**config.mk**
```make
export PLATFORM = sky130hd
export DESIGN_NAME = apb_arbiter
export DESIGN_NICKNAME = d
export VERILOG_FILES = /design/src/rtl/apb_arb_pkg.sv /design/src/rtl/apb_rr_picker.sv /design/src/rtl/apb_arbiter.sv
export SDC_FILE = /design/constraint.sdc
export NUM_CORES = 1
export LEC_CHECK = 0
export BUFFER_PORTS_ARGS = -buffer_cell sky130_fd_sc_hd__buf_2
export CAP_MARGIN = 20
export CELL_PAD_IN_SITES_DETAIL_PLACEMENT = 0
export CELL_PAD_IN_SITES_GLOBAL_PLACEMENT = 1
export CORE_AREA = 2 2 124 126
export CTS_CLUSTER_DIAMETER = 60
export CTS_CLUSTER_SIZE = 28
export DETAILED_ROUTE_END_ITERATION = 7
export DIE_AREA = 0 0 126 128
export HOLD_SLACK_MARGIN = 0.02
export PLACE_DENSITY_LB_ADDON = 0.12
export SLEW_MARGIN = 20
export SYNTH_ARGS = -nofsm -noshare
export SYNTH_HDL_FRONTEND = slang
export SYNTH_SLANG_ARGS = --single-unit
export TNS_END_PERCENT = 100
```
**constraint.sdc**
```tcl
create_clock -name PCLK -period 2.65 [get_ports PCLK]
set_input_delay 0.265 -clock PCLK [delete_from_list [all_inputs] [get_ports PCLK]]
set_output_delay 0.265 -clock PCLK [all_outputs]
set_load 0.02 [all_outputs]
```
**src/rtl/apb_arb_pkg.sv**
```systemverilog
// Shared types for the APB round-robin arbiter: FSM states and the request/grant types.
// Types are sized for the largest supported requester count (8).
package apb_arb_pkg;

  localparam int unsigned N_REQ_MAX = 8;
  localparam int unsigned GRANT_W   = $clog2(N_REQ_MAX);

  typedef enum logic [1:0] {
    ST_IDLE,
    ST_SETUP,
    ST_ACCESS
  } arb_state_e;

  typedef logic [N_REQ_MAX-1:0] req_vec_t;
  typedef logic [GRANT_W-1:0]   grant_idx_t;

endpackage

```
**src/rtl/apb_rr_picker.sv**
```systemverilog
// Combinational round-robin selector: the search starts one past last_grant and wraps
// modulo N_REQ. valid is low when nobody requests.
module apb_rr_picker
  import apb_arb_pkg::*;
#(
  parameter int unsigned N_REQ = 4
) (
  input  logic [N_REQ-1:0] req,
  input  grant_idx_t       last_grant,
  output grant_idx_t       winner,
  output logic             valid
);

  req_vec_t   req_ext;
  grant_idx_t idx;

  always_comb begin
    req_ext = req_vec_t'(req);
    idx     = '0;
    winner  = '0;
    valid   = 1'b0;
    for (int unsigned k = 1; k <= N_REQ; k++) begin
      idx = grant_idx_t'((32'(last_grant) + k) % N_REQ);
      if (!valid && req_ext[idx]) begin
        valid  = 1'b1;
        winner = idx;
      end
    end
  end

endmodule

```
**src/rtl/apb_arbiter.sv**
```systemverilog
// Round-robin arbiter sharing one APB completer between N_REQ requesters, one transfer at a time.
// Optional ACCESS-phase watchdog with timeout_evt port: define APB_ARB_TIMEOUT_EN.
module apb_arbiter
  import apb_arb_pkg::*;
#(
  parameter int unsigned N_REQ      = 4,
  parameter int unsigned ADDR_WIDTH = 13,
  parameter int unsigned DATA_WIDTH = 32,
  parameter int unsigned TIMEOUT    = 255
) (
  input  logic                        PCLK,
  input  logic                        PRESETn,
  input  logic [N_REQ-1:0]            s_psel,
  input  logic [N_REQ-1:0]            s_penable,
  input  logic [N_REQ-1:0]            s_pwrite,
  input  logic [N_REQ*ADDR_WIDTH-1:0] s_paddr,
  input  logic [N_REQ*DATA_WIDTH-1:0] s_pwdata,
  output logic [N_REQ-1:0]            s_pready,
  output logic [N_REQ-1:0]            s_pslverr,
  output logic [DATA_WIDTH-1:0]       s_prdata,
  output logic                        m_psel,
  output logic                        m_penable,
  output logic                        m_pwrite,
  output logic [ADDR_WIDTH-1:0]       m_paddr,
  output logic [DATA_WIDTH-1:0]       m_pwdata,
  input  logic                        m_pready,
  input  logic                        m_pslverr,
`ifdef APB_ARB_TIMEOUT_EN
  output logic                        timeout_evt,
`endif
  input  logic [DATA_WIDTH-1:0]       m_prdata
);

  arb_state_e state_q, state_d;
  grant_idx_t grant_q, grant_d;
  grant_idx_t last_grant_q, last_grant_d;
  grant_idx_t winner;
  logic       win_valid;

  logic                  psel_q, psel_d;
  logic                  penable_q, penable_d;
  logic                  pwrite_q, pwrite_d;
  logic [ADDR_WIDTH-1:0] paddr_q, paddr_d;
  logic [DATA_WIDTH-1:0] pwdata_q, pwdata_d;

  logic abort;
  logic resp;

  // Requester fields widened to the maximum count so the grant index addresses them exactly.
  logic [ADDR_WIDTH-1:0] addr_arr  [N_REQ_MAX];
  logic [DATA_WIDTH-1:0] wdata_arr [N_REQ_MAX];
  req_vec_t              wr_ext;

  for (genvar i = 0; i < N_REQ_MAX; i++) begin : g_unpack
    if (i < N_REQ) begin : g_live
      assign addr_arr[i]  = s_paddr[i*ADDR_WIDTH +: ADDR_WIDTH];
      assign wdata_arr[i] = s_pwdata[i*DATA_WIDTH +: DATA_WIDTH];
    end else begin : g_pad
      assign addr_arr[i]  = '0;
      assign wdata_arr[i] = '0;
    end
  end
  assign wr_ext = req_vec_t'(s_pwrite);

  apb_rr_picker #(
    .N_REQ (N_REQ)
  ) u_picker (
    .req        (s_psel),
    .last_grant (last_grant_q),
    .winner     (winner),
    .valid      (win_valid)
  );

`ifdef APB_ARB_TIMEOUT_EN
  localparam int unsigned CntW = (TIMEOUT > 0) ? $clog2(TIMEOUT + 1) : 1;
  logic [CntW-1:0] cnt_q, cnt_d;

  always_comb begin
    cnt_d = cnt_q;
    if (state_q == ST_SETUP) begin
      cnt_d = '0;
    end else if (state_q == ST_ACCESS && !m_pready) begin
      cnt_d = cnt_q + CntW'(1);
    end
  end

  always_ff @(posedge PCLK) begin
    if (!PRESETn) cnt_q <= '0;
    else          cnt_q <= cnt_d;
  end

  assign abort       = (state_q == ST_ACCESS) && !m_pready && (cnt_q == CntW'(TIMEOUT));
  assign timeout_evt = abort && PRESETn;
`else
  logic unused_timeout;
  assign unused_timeout = ^(32'(TIMEOUT));
  assign abort          = 1'b0;
`endif

  // Only PSEL defines a request; PENABLE carries no extra information here.
  logic unused_penable;
  assign unused_penable = ^s_penable;

  always_comb begin
    state_d      = state_q;
    grant_d      = grant_q;
    last_grant_d = last_grant_q;
    psel_d       = psel_q;
    penable_d    = penable_q;
    pwrite_d     = pwrite_q;
    paddr_d      = paddr_q;
    pwdata_d     = pwdata_q;
    unique case (state_q)
      ST_IDLE: begin
        if (win_valid) begin
          grant_d  = winner;
          paddr_d  = addr_arr[winner];
          pwdata_d = wdata_arr[winner];
          pwrite_d = wr_ext[winner];
          psel_d   = 1'b1;
          state_d  = ST_SETUP;
        end
      end
      ST_SETUP: begin
        penable_d = 1'b1;
        state_d   = ST_ACCESS;
      end
      ST_ACCESS: begin
        if (m_pready || abort) begin
          psel_d       = 1'b0;
          penable_d    = 1'b0;
          last_grant_d = grant_q;
          state_d      = ST_IDLE;
        end
      end
      default: state_d = ST_IDLE;
    endcase
  end

  always_ff @(posedge PCLK) begin
    if (!PRESETn) begin
      state_q      <= ST_IDLE;
      grant_q      <= '0;
      last_grant_q <= grant_idx_t'(N_REQ - 1);
      psel_q       <= 1'b0;
      penable_q    <= 1'b0;
      pwrite_q     <= 1'b0;
      paddr_q      <= '0;
      pwdata_q     <= '0;
    end else begin
      state_q      <= state_d;
      grant_q      <= grant_d;
      last_grant_q <= last_grant_d;
      psel_q       <= psel_d;
      penable_q    <= penable_d;
      pwrite_q     <= pwrite_d;
      paddr_q      <= paddr_d;
      pwdata_q     <= pwdata_d;
    end
  end

  // Response is steered to the granted requester only; suppressed while reset is applied.
  logic [N_REQ-1:0] grant_oh;
  assign grant_oh  = {{(N_REQ-1){1'b0}}, 1'b1} << grant_q;
  assign resp      = PRESETn && (state_q == ST_ACCESS) && (m_pready || abort);
  assign s_pready  = resp ? grant_oh : '0;
  assign s_pslverr = (resp && (m_pslverr || abort)) ? grant_oh : '0;
  assign s_prdata  = m_prdata;

  assign m_psel    = psel_q;
  assign m_penable = penable_q;
  assign m_pwrite  = pwrite_q;
  assign m_paddr   = paddr_q;
  assign m_pwdata  = pwdata_q;

endmodule

```
==> results.tsv, run 1 <==
metric	value	unit
status	completed	
Mapped Area	3420	sq um
Max VDD drop	0.236	mV
Synth area leaders	dfxtp_1 (32%), mux2i_1 (23%), o221ai_1 (8.2%)	
first-pass GRT wire length	18900	microns
Synth-to-Final Area Change	39.2	%
layout cells sized above 1	0.480	
largest net degree at the start of global routing	36	
Setup CP Type	reg -> reg	
reg2reg setup slack	550	ps
crit path max fanout	35	
gpl congestion	0.764	
Worst Max-Slew Pin Slew	543	ps
nets	804	
Final Routed Wirelength	12800	microns
Overflow after GRT	0	
placed cell area	4600	sq um
Final Skew	7.39	ps
RSZ-0062 raised after global routing	false	
post-synthesis sequential area ratio	0.316	
Total GRT Usage	0.149	
P_leak	0.00246	uW
Pins Over Slew Limit	0	
Final Critical Period	2100	ps
Via density	4.65	
Pre-Repair DR Iteration Count	4	
Max stage delay on crit path	480	ps
Period Utilization, post-route	0.793	
cell with the largest stage delay on the worst path	dfxtp_1	
number of diodes	0	
H-tree level count	2	
core area	14900	sq um
critical path data required time	2820	ps
max-cap viol count	0	
Synth cell types	32	
post-cts gate resize count	0	
Top Ports	316	
Routed Antenna Nets	0	
I/O Buffers	247	
Cell Pwr Density	551	nW/um^2
CP Cell Sequence	mux2_4, a22oi_2, and2_4, buf_12, mux2i_1, o221ai_1	
EDFF count, synth	0	
die area	16100	sq um
drt first-iter violations	116	
Die W	126	microns
Rows	45	
startpoint types	register	
CTS tree	done	
post-synth top area share	0.316	
cell taking the most area after synthesis	dfxtp_1	
hold_buf cts	0	
clock root cell	clkbuf_16	
DR DRC count	0	
Cells after Synth	370	
Max clock buf depth	2	
Hold Violations, Final	0	
FMAX	476	MHz
Clock Latency Late Sink	300	ps
clock slew at reported path FFs	80	ps
Critical Path AT	2270	ps
Primary FF master, synth	dfxtp_1	
initial antenna violation count	0	
number of CTS-inserted buffers	5	
postcts setup bufs	0	
vias in the first global route	3570	
Wirelength per Cell	16.7	microns
synthesized flop and latch total	54	
final instance area	4760	sq um
Final TNS setup	0	ps
CP Buf/Inv Count	1	
synth warn	0	
Sink Count	54	
via count	3556	
Avg Inst Size Synth	9.24	sq um
# setup viols final	0	
Post-synth top cells	mux2i_1 (78), dfxtp_1 (54), buf_4 (34)	
cell with the most instances after synthesis	mux2i_1	
Synth async-reset ratio	0	
Max-Slew Margin vs Limit	0.637	
Crit. End Element	register	
Post-Syn Nets	598	
die height	128	microns
critical path's top delay family	multiplexers	
Post-DP HPWL	9820	microns
Initial Utilization	0.230	
Min-Delay Path Class	in -> reg	
per-stage QoR:
stage	instances	util	worst slack, ps	total power, uW	hold WS, ps
2_1_floorplan	370	-	788	1640	465
5_1_grt	765	0.320	384	2790	272
3_3_place_gp	757	0.310	598	1940	443
6_report	765	0.320	548	2620	264
3_5_place_dp	757	0.310	534	1950	441
4_1_cts	765	0.320	515	2690	253
report_power, final:
| group | internal, uW | switching (uW) | leakage (uW) |
|---|---|---|---|
| registers | 929 | 64.3 | 0.000447 |
| clock network | 376 | 333 | 0.0000729 |
| logic | 400 | 519 | 0.00194 |
final cells by class:
class	instances	area (sq um)
Inverter	3	11.3
Clock inverter	2	12.5
Timing Repair Buffer	261	1380
Tap cell	188	235
Multi-Input combinational cell	251	1900
Clock buffer	6	139
Fill cell	1609	10100
Sequential cell	54	1080
sequential cells by signal, indices dropped and copies added (netlist names):
signal        cells
m_pwdata         32
m_paddr          13
grant_q           2
last_grant_q      2
state_q           2
m_penable         1
m_psel            1
m_pwrite          1
worst reg2reg max path, cell delays in order (launching register included):
cell	delay, ps
dfxtp_1	480
mux2_4	340
a22oi_2	160
and2_4	300
buf_12	280
mux2i_1	290
o221ai_1	130
cell families after synthesis:
kind of cell           count (synthesis)  synth area share
multiplexers                          79             0.233
buffers and inverters                 65             0.129
AND/OR/NAND/NOR                       70            0.0941
flip-flops                            54             0.316
AO/OA/AOI/OAI                        102             0.228
per-layer routing:
metal,track usage,part of all wire
met1,0.163,0.39
met2,0.267,0.50
met3,0.0417,0.081
met4,0.0685,0.028
met5,0,0
final timing paths:
path	endpoint	start	depth (start not counted)
min reg2reg	m_pwdata[10]	m_pwdata[10]	2
max reg2reg	m_pwdata[2]	last_grant_q[1]	6
max	m_pwdata[2]	last_grant_q[1]	6
min	m_pwdata[23]	s_pwdata[23]	3
placed cells by master (no fill, tap or decap), types with 3 or more instances in the layout:
cell       instances
a21boi_0          16
inv_1              3
buf_2            247
dfxtp_1           54
o21ai_0           15
a211oi_1          26
buf_4             11
clkbuf_16          5
nand3_1           11
a21oi_1            3
buf_12             3
nor3_1             5
o221ai_1          32
nand2_1           33
mux2i_1           78
nor2b_1            4
nor2_1             8
Power figures use the tool's default switching activity.
==> run 2: changes to the inputs <==
--- a/config.mk
+++ b/config.mk
@@ -9,11 +9,11 @@
 export CAP_MARGIN = 20
 export CELL_PAD_IN_SITES_DETAIL_PLACEMENT = 0
 export CELL_PAD_IN_SITES_GLOBAL_PLACEMENT = 1
-export CORE_AREA = 2 2 124 126
+export CORE_MARGIN = 2
+export CORE_UTILIZATION = 22
 export CTS_CLUSTER_DIAMETER = 60
 export CTS_CLUSTER_SIZE = 28
 export DETAILED_ROUTE_END_ITERATION = 7
-export DIE_AREA = 0 0 126 128
 export HOLD_SLACK_MARGIN = 0.02
 export PLACE_DENSITY_LB_ADDON = 0.12
 export SLEW_MARGIN = 20
==> constraint.sdc (replaced) <==
create_clock -name PCLK -period 1.85 [get_ports PCLK]
set_input_delay 0.185 -clock PCLK [delete_from_list [all_inputs] [get_ports PCLK]]
set_output_delay 0.185 -clock PCLK [all_outputs]
set_load 0.02 [all_outputs]
==> results.tsv, run 2 (synthesized netlist as in run 1, its figures left out) <==
metric	value	unit
critical path's top delay family	multiplexers	
Inst Count DP	760	
Hold Violations, Final	0	
worst reg-to-reg path cell count	8	
Final Critical Period	1830	ps
die height	129	microns
Pre-Repair DR Iteration Count	6	
fillers	1621	
hold_buf cts	0	
Rows	45	
H-tree level count	2	
critical path data required time	2030	ps
Top Ports	316	
status	completed	
clock slew at reported path FFs	70	ps
RSZ-0062 raised after global routing	true	
vias in the first global route	3613	
most common cell after layout, fill and taps aside	buf_2	
number of diodes	0	
hold path depth	3	
crit path max fanout	6	
Setup CP Type	reg -> reg	
CP Buf/Inv Count	3	
clock root cell	clkbuf_16	
cell with the largest stage delay on the worst path	dfxtp_4	
Worst Max-Slew Pin Slew	310	ps
Wirelength per Cell	16.9	microns
Pins Over Slew Limit	0	
Period Utilization, post-route	0.989	
core area	15200	sq um
Initial Utilization	0.225	
CP Cell Sequence	mux2_4, a22oi_2, and2_4, buf_12, buf_12, clkbuf_16, mux2i_1, o221ai_1	
Die W	129	microns
Clock Latency Late Sink	310	ps
first-pass GRT wire length	18600	microns
Post-DP HPWL	9640	microns
die area	16500	sq um
Min-Delay Path Class	in -> reg	
Layout Cells excl Fill	782	
max-cap viol count	0	
Fin Hold WS	174	ps
Max stage delay on crit path	360	ps
Overflow after GRT	0	
P_leak	0.00261	uW
initial antenna violation count	1	
Final Skew	6.76	ps
Synth-to-Final Area Change	55.5	%
Routed Antenna Nets	0	
CP Depth	8	
most frequent cells in the layout	buf_2 (247), mux2i_1 (59), dfxtp_1 (52), nand2_1 (31), o221ai_1 (29)	
# setup viols final	0	
nets	821	
layout cells sized above 1	0.547	
I/O Buffers	247	
number of CTS-inserted buffers	5	
Max-Slew Margin vs Limit	0.792	
DR DRC count	0	
Cell Pwr Density	760	nW/um^2
Sink Count	54	
gpl congestion	0.719	
Total GRT Usage	0.146	
Final TNS setup	0	ps
Critical Path AT	2010	ps
drt first-iter violations	76	
Max clock buf depth	2	
Crit. End Element	register	
number of flip-flops in the largest register	32	
startpoint types	register	
largest net degree at the start of global routing	30	
Final Routed Wirelength	13200	microns
Max VDD drop	0.406	mV
Tot Pwr	4040	uW
Via density	4.69	
CTS tree	done	
via count	3671	
FMAX	547	MHz
critical path's most frequent cell	buf_12	
[run 2: cell types whose count changed in the layout (fill, tap and decap cells not counted), sizes merged]
cell / change
clkbuf: +6
clkinvlp: -1
buf: +12
[run 2: worst min-delay path, cell delays in order]
cell and delay (ps):
buf_2 70, mux2i_1 60, o221ai_1 130
[run 2: path summary, 6_finish.rpt]
path | from | to | slack [ps]
setup / recovery | last_grant_q[1] | m_pwdata[3] | 20
hold / removal | s_pwdata[46] | m_pwdata[14] | 170
setup reg to reg | last_grant_q[1] | m_pwdata[3] | 20
hold reg to reg | m_pwdata[10] | m_pwdata[10] | 460
[run 2: where the power goes]
group / internal [uW] / switching (uW) / leakage (uW)
Combinational: 775 / 833 / 0.00209
Sequential: 1330 / 92.6 / 0.000447
Clock: 540 / 466 / 0.0000739
Total: 2650 / 1390 / 0.00261
[run 2: final cells by class]
cell class                      count  area [sq um]  share of cell area
Multi-Input combinational cell    251          2100               0.396
Inverter                            3          11.3             0.00212
Timing Repair Buffer              278          1730               0.325
Sequential cell                    54          1090               0.204
Clock inverter                      1          5.00            0.000942
Tap cell                          188           235              0.0443
Clock buffer                        7           143              0.0268
[run 2: what timing repair did]
action / in CTS / in global routing
cloned: 2 / 5
setup buffers: 7 / 2
gates resized for setup: 7 / 40
endpoints found under the setup margin: 30 / 49
pin swaps: 2 / 13
hold endpoints to repair: 0 / 0
[run 2: per-layer routing]
metal	GRT usage	wire length (microns)	up-vias
met3	0.0370	960	32
met1	0.162	5320	1684
met4	0.0665	293	0
met2	0.263	6630	151
li1	-	-	1804
met5	0	0	-
[run 2: stage by stage]
stage / area (sq um) / worst slack (ps) / util
final: 5310 / 20.6 / 0.349
after global routing: 5310 / -84.2 / 0.349
after CTS: 4980 / 1.46 / 0.327
after detailed placement: 4670 / -49.3 / 0.307
after global placement: 4670 / -7.35 / 0.307
after floorplan: 3420 / 45.9 / -
